===== config.mk =====
export PLATFORM = sky130hd
export DESIGN_NAME = fetch_stage
export DESIGN_NICKNAME = d
export VERILOG_FILES = /design/src/rtl/fetch_stage.sv
export SDC_FILE = /design/constraint.sdc
export NUM_CORES = 1
export LEC_CHECK = 0
export CAP_MARGIN = 40
export CORE_MARGIN = 10
export CORE_UTILIZATION = 46
export DETAILED_ROUTE_END_ITERATION = 6
export PLACE_DENSITY = 0.79
export SLEW_MARGIN = 20
export SYNTH_ARGS = -nofsm -noshare
export SYNTH_HDL_FRONTEND = slang
export SYNTH_SLANG_ARGS = --single-unit

===== constraint.sdc =====
create_clock -name clk -period 4.8 [get_ports clk]
set_input_delay 0.72 -clock clk [delete_from_list [all_inputs] [get_ports clk]]
set_output_delay 0.72 -clock clk [all_outputs]
set_load 0.03 [all_outputs]

===== src/rtl/fetch_stage.sv =====
// Instruction-fetch front end: owns the fetch PC, drives a 1-cycle synchronous
// instruction memory and presents {instr, pc, pc_plus4} to decode through a 2-entry queue.
module fetch_stage #(
    parameter int unsigned               DATA_WIDTH = 32,
    parameter logic [DATA_WIDTH-1:0]     RESET_PC   = '0
) (
    input  logic                  clk,
    input  logic                  rst,
    input  logic                  redirect,
    input  logic [DATA_WIDTH-1:0] redirect_pc,
    output logic                  imem_en,
    output logic [DATA_WIDTH-1:0] imem_addr,
    input  logic [DATA_WIDTH-1:0] imem_rdata,
    output logic                  valid,
    input  logic                  ready,
    output logic [DATA_WIDTH-1:0] instr,
    output logic [DATA_WIDTH-1:0] pc,
    output logic [DATA_WIDTH-1:0] pc_plus4
);

    localparam int unsigned DEPTH  = 2;
    localparam int unsigned CNT_W  = 2;
    localparam int unsigned CRED_W = CNT_W + 1;
    localparam logic [DATA_WIDTH-1:0] PC_STEP   = DATA_WIDTH'(4);
    localparam logic [DATA_WIDTH-1:0] ALIGN_MSK = ~DATA_WIDTH'(3);

    logic [DATA_WIDTH-1:0] fpc;
    logic                  inflight;
    logic [DATA_WIDTH-1:0] inflight_pc;
    logic [DATA_WIDTH-1:0] q_instr [DEPTH];
    logic [DATA_WIDTH-1:0] q_pc    [DEPTH];
    logic [CNT_W-1:0]      count;

    logic                  pop;
    logic                  push;
    logic [CRED_W-1:0]     credit;
    logic [CNT_W-1:0]      occ_after_pop;
    logic [DATA_WIDTH-1:0] target;

    // Handshake, credit-based issue and head presentation.
    always_comb begin
        valid         = (count != '0) & ~redirect & ~rst;
        pop           = valid & ready;
        push          = inflight & ~redirect;
        occ_after_pop = count - CNT_W'(pop);
        credit        = CRED_W'(count) + CRED_W'(inflight) - CRED_W'(pop);
        imem_en       = ~rst & ~redirect & (credit < CRED_W'(DEPTH));
        imem_addr     = fpc;
        target        = redirect_pc & ALIGN_MSK;
        instr         = q_instr[0];
        pc            = q_pc[0];
        pc_plus4      = q_pc[0] + PC_STEP;
    end

    // Control state: fetch PC, in-flight tracking and occupancy.
    always_ff @(posedge clk) begin
        if (rst) begin
            fpc         <= RESET_PC;
            inflight    <= 1'b0;
            inflight_pc <= '0;
            count       <= '0;
        end else if (redirect) begin
            fpc      <= target;
            inflight <= 1'b0;
            count    <= '0;
        end else begin
            inflight <= imem_en;
            if (imem_en) begin
                fpc         <= fpc + PC_STEP;
                inflight_pc <= fpc;
            end
            count <= count + CNT_W'(push) - CNT_W'(pop);
        end
    end

    // Queue storage: slot 0 is the head; a push lands behind whatever survives the pop.
    always_ff @(posedge clk) begin
        if (!rst && !redirect) begin
            if (pop) begin
                q_instr[0] <= q_instr[1];
                q_pc[0]    <= q_pc[1];
            end
            if (push) begin
                if (occ_after_pop == '0) begin
                    q_instr[0] <= imem_rdata;
                    q_pc[0]    <= inflight_pc;
                end else begin
                    q_instr[1] <= imem_rdata;
                    q_pc[1]    <= inflight_pc;
                end
            end
        end
    end

endmodule


Word-level counts from Yosys, hierarchy flattened
Memories as Yosys holds them, arrays and structs flattened.
Index checks and enable logic that the tools add are counted.
{ "classes": {"n_addsub": 7, "n_lt_le_gt_ge": 1, "muxes": 15, "bitwise_logic": 10, "n_reduce_logical": 8} }
{ "ops": {"columns": ["cell", "count"], "rows": [
  ["two-way mux 32 bit", 4],
  ["adder 32 x 3 -> 32 bit, second input constant", 2],
  ["two-way mux 1 bit", 11],
  ["AND 1 bit", 6],
  ["nonzero test 2 bit", 2],
  ["subtractor 2 x 1 -> 2 bit", 2],
  ["adder 2 x 1 -> 3 bit", 1],
  ["< comparator 3 x 2 -> 1 bit, second input constant", 1],
  ["subtractor 3 x 1 -> 3 bit", 1],
  ["adder 2 x 1 -> 2 bit", 1],
  ["logical NOT 1 bit", 2],
  ["logical NOT 2 bit", 1],
  ["NOT 1 bit", 2],
  ["OR 1 bit", 2],
  ["AND reduction 2 bit", 1],
  ["OR reduction 2 bit", 1],
  ["logical AND 1 bit", 1]
]} }
{ "totals": {"reg_bits": 67, "mem_bits_rw": 128, "out_inout_bits": 130, "n_memories": 2} }
{ "memory_table": {"columns": ["memory", "depth", "word_bits", "rd", "rd_clocked_by_memory_dff", "wr", "line_no", "source"], "rows": [
  ["q_instr", 2, 32, 2, 0, 2, "30", "logic [DATA_WIDTH-1:0] q_instr [DEPTH];"],
  ["q_pc", 2, 32, 2, 0, 2, "31", "logic [DATA_WIDTH-1:0] q_pc [DEPTH];"]
]} }

Depth between registers and ports, before layout
{ "depth": {"ltp_word": 11, "ltp_mapped": 15, "depth_no_buf": 13} }

Worst setup path before layout
No wires, ideal clock.
{ "synth_path": {"kind": "input port to flip-flop", "startpoint": "in rst", "endpoint": "mem q_instr[1][0], in the netlist q_instr[0][32], enable pin", "setup_time_ns": 0.503, "t_arrival_ns": 5.401, "slack_ns": -1.103, "stages": 7, "cell_sequence": "buf_2 nor2_1 a21boi_0 nand2_1 inv_1 ha_1 a21oi_1"} }
{ "synth_lines": {"columns": ["item", "line_no", "source"], "rows": [
  ["start: declaration", "8", "input logic rst,"],
  ["end: declaration", "30", null]
]} }

Worst setup path in the final report
{ "layout_path": {"startpoint": "in redirect", "endpoint": "out imem_en"} }
{ "layout_between": {"elab_chain_len": 7, "word_cells_on_any_way": 8, "cone_classes": "add/sub (1); order compare (1); bitwise (6)"} }
{ "layout_lines": {"columns": ["item", "line_no", "source"], "rows": [
  ["start: declaration", "9", "input logic redirect,"],
  ["NOT 1 bit (no line) (*)", null, null],
  ["AND 1 bit (2 in a row)", "42", "valid = (count != '0) & ~redirect & ~rst;"],
  ["AND 1 bit", "43", "pop = valid & ready;"],
  ["subtractor 3 x 1 -> 3 bit", "46", "credit = CRED_W'(count) + CRED_W'(inflight) - CRED_W'(pop);"],
  ["< comparator 3 x 2 -> 1 bit", "47", "imem_en = ~rst & ~redirect & (credit < CRED_W'(DEPTH));"],
  ["AND 1 bit (*)", "47", null],
  ["end: declaration", "11", "output logic imem_en,"]
]} }
Every way passes the cells marked *; elsewhere a longest branch is shown, timed or not.

==> flow_summary.toml <==
[timing]
hold_viol_final = 0
fin_tns_setup_ns = 0
final-setup-viol-count = 0
worstMarginPinSlew_ns = 0.7047
hold_slack_ns = 0.4543
finalClockSkew_ns = 0.009444
fin_crit_sh_pct = 86.40
slew-limit-headroom_pct = 52.97
rsz0062_at_grt = "no"
timing.fmax_mhz = 241.1
finalWorstSetupSlack_ns = 0.6530
maxSlewViolCount = 0
fin_crit_ns = 4.147

[power]
p_total_mw = 3.475
powerDensity_nw_per_um2 = 321.1
vdd_ir_drop_max_mv = 0.2567
leakage_nw = 3.769

[routing]
final_antenna_net_count = 0
vias_per_cell = 5.360
drtPass1Iterations = 5
wl_um = 20240
first_iter_violations = 236
via_count = 5875
drc = 0
wl_per_cell_um = 18.47

[synth]
ys_seq_area_share_pct = 58.33
syn_area_per_cell_um2 = 11.74
syn-instance-count = 728
synth_common_cells = "124 x edfxtp_1, 100 x nand2_1, 68 x buf_4, 63 x dfxtp_1, 62 x mux2_2"
muxShareOfSynthArea_pct = 8.287
synth_xor_area_share_pct = 4.100
yosysWarnings = 0
synth.area.top_cells = "edfxtp_1 44%, dfxtp_1 15%, mux2_2 8.2%, buf_4 6.0%, nand2_1 4.4%"
synthArstFlopShare_pct = 0
synth_top_family_by_area = "simple AND/OR/NAND/NOR gates"
synthDistinctLibCells = 54
ys_seq_elements = 187
synth_area_um2 = 8546
synth_enable_flop_cells = 124
synth_simple_gate_area_share_pct = 12.94
synth_fa_ha_area_share_pct = 0.9663
synth_compound_area_share_pct = 6.999
synth_top_area_share_pct = 43.57
yosys.area.top_type = "edfxtp_1"
synthFlopType = "edfxtp_1"
synth.most_common_cell = "edfxtp_1"

[hold_path]
hold_path_class = "reg -> reg"
worstHoldPathCells = 0

[run_status]
outcome = "finished, final reports clean"

[global_routing]
grt_pass1_vias = 5728
antenna_found_initial = 1
grt.total_usage_pct = 16.33
grt_max_degree = 64
grt_overflow = 0
grt_pass1_wl_um = 31480

[critical_path]
max_stage_delay_ns = 0.48
crit_chain = "clkdlybuf4s50_1 -> nor2_1 -> a21boi_0 -> buf_4 -> nand2_1 -> inv_1 -> ha_1 -> nand2b_1 -> fa_1 -> nor3b_2 -> nand2_2 -> inv_2 -> buf_12"
cp.buffers_inverters = 5
cp.depth = 13
critical_path.slowest_cell = "fa_1"
crit_family = "buffers and inverters"
crit_type = "in -> out"
worstPathRequired_ns = 4.08
crit_fanout = 5
critPathLaunchType = "primary input"
endpoint_kind = "output pin"
critPathArrivalTime_ns = 3.43
reg2regPathDepth = 15

[placement]
place_congestion = 0.8425
portBuffers = 189
hpwlAfterDp_um = 14220
dp_slack_ns = 0.3657

[clocking]
cts.path.max_buffers = 2
clk_pin_slew_worst_paths_ns = 0.07
clk_latency_ns = 0.43
postCtsSetupBuffers = 0
cts-buffers-inserted = 17
cts_root_buf = "clkbuf_16"
cts_sinks = 187
holdBufCountCts = 0
htreeDepth = 4
ctsResizeCount = 0
cts_tree = "built"

[layout]
area_delta_synth_final_pct = 26.65
layout-drive-gt1-share_pct = 14.34
nNetsFinal = 926
filler_cell_count = 1492

[die]
die_x_um = 156.3
core_area_um2 = 18150
dieArea_um2 = 24430
die_h_um = 156.3
boundaryPins = 198
initial_core_util_pct = 47.09
rows = 49

[run]
drv_cap = 0
-- worst paths after layout --
path	start	end	slack, ns
max	redirect	imem_en	0.65
min	inflight_pc[6]	q_pc[0][38]	0.45
max reg2reg	count[1]	imem_addr[11]	1.25
min reg2reg	inflight_pc[6]	q_pc[0][38]	0.45
-- state kept, by name, indices dropped and copies added (netlist names) --
register and count:
count 2, imem_addr 30, inflight 1, inflight_pc 30, q_instr 64, q_pc 60
-- layout make-up --
type	instances	area [um^2]	share of cell area [%]
antenna	2	5.005	0.04624
clock buffer	20	465.4	4.301
sequential	187	4985	46.06
inverter	16	60.06	0.5549
timing repair buffer	200	2024	18.71
multi-input combinational	430	2884	26.65
clock inverter	12	112.6	1.040
tap	229	286.5	2.647
-- per-stage QoR --
stage	util, %	cell area (um^2)	std cells
floorplan	-	8568	733
global placement	56.27	10210	1061
detailed placement	56.27	10210	1061
CTS	59.46	10790	1093
global route	59.61	10820	1094
finish	59.64	10820	1096
-- report_power, final --
group | switching, mW | leakage, nW | internal (mW) | total, mW
Sequential | 0.0441 | 1.69 | 1.74 | 1.79
Combinational | 0.175 | 1.79 | 0.147 | 0.322
Clock | 0.603 | 0.288 | 0.762 | 1.37
Total | 0.823 | 3.77 | 2.65 | 3.48
-- cell usage in the layout, fill, tap and decap left out, types with 8 or more instances in the layout --
cell type and count:
and2_1 9, nand3_1 23, buf_4 8, mux2_2 62, inv_1 15, xor2_1 11, clkdlybuf4s50_1 187, nor2_1 15
nand2_1 98, nor3_1 9, edfxtp_1 124, xnor2_1 29, nor4_1 9, and3_1 10, nand4_1 8, clkbuf_16 18
dfxtp_1 63, a31oi_1 14, o211ai_1 9, a21oi_1 52
-- logic make-up after synthesis --
| kind of cell | Yosys count |
|---|---|
| mux | 63 |
| compound gates | 102 |
| buf+inv | 116 |
| other cells | 1 |
| fa+ha+maj | 6 |
| flops | 187 |
| xor+xnor | 40 |
| simple gates | 213 |
-- per-layer routing --
metal / wire (um) / track usage, % / share of wire (%)
met3: 1856 / 6.442 / 9.2
met5: 0 / 0 / 0
met2: 9683 / 26.24 / 48
met1: 8264 / 19.35 / 41
met4: 435 / 6.292 / 2.1
Note: power is estimated with default switching activity, not from simulation.
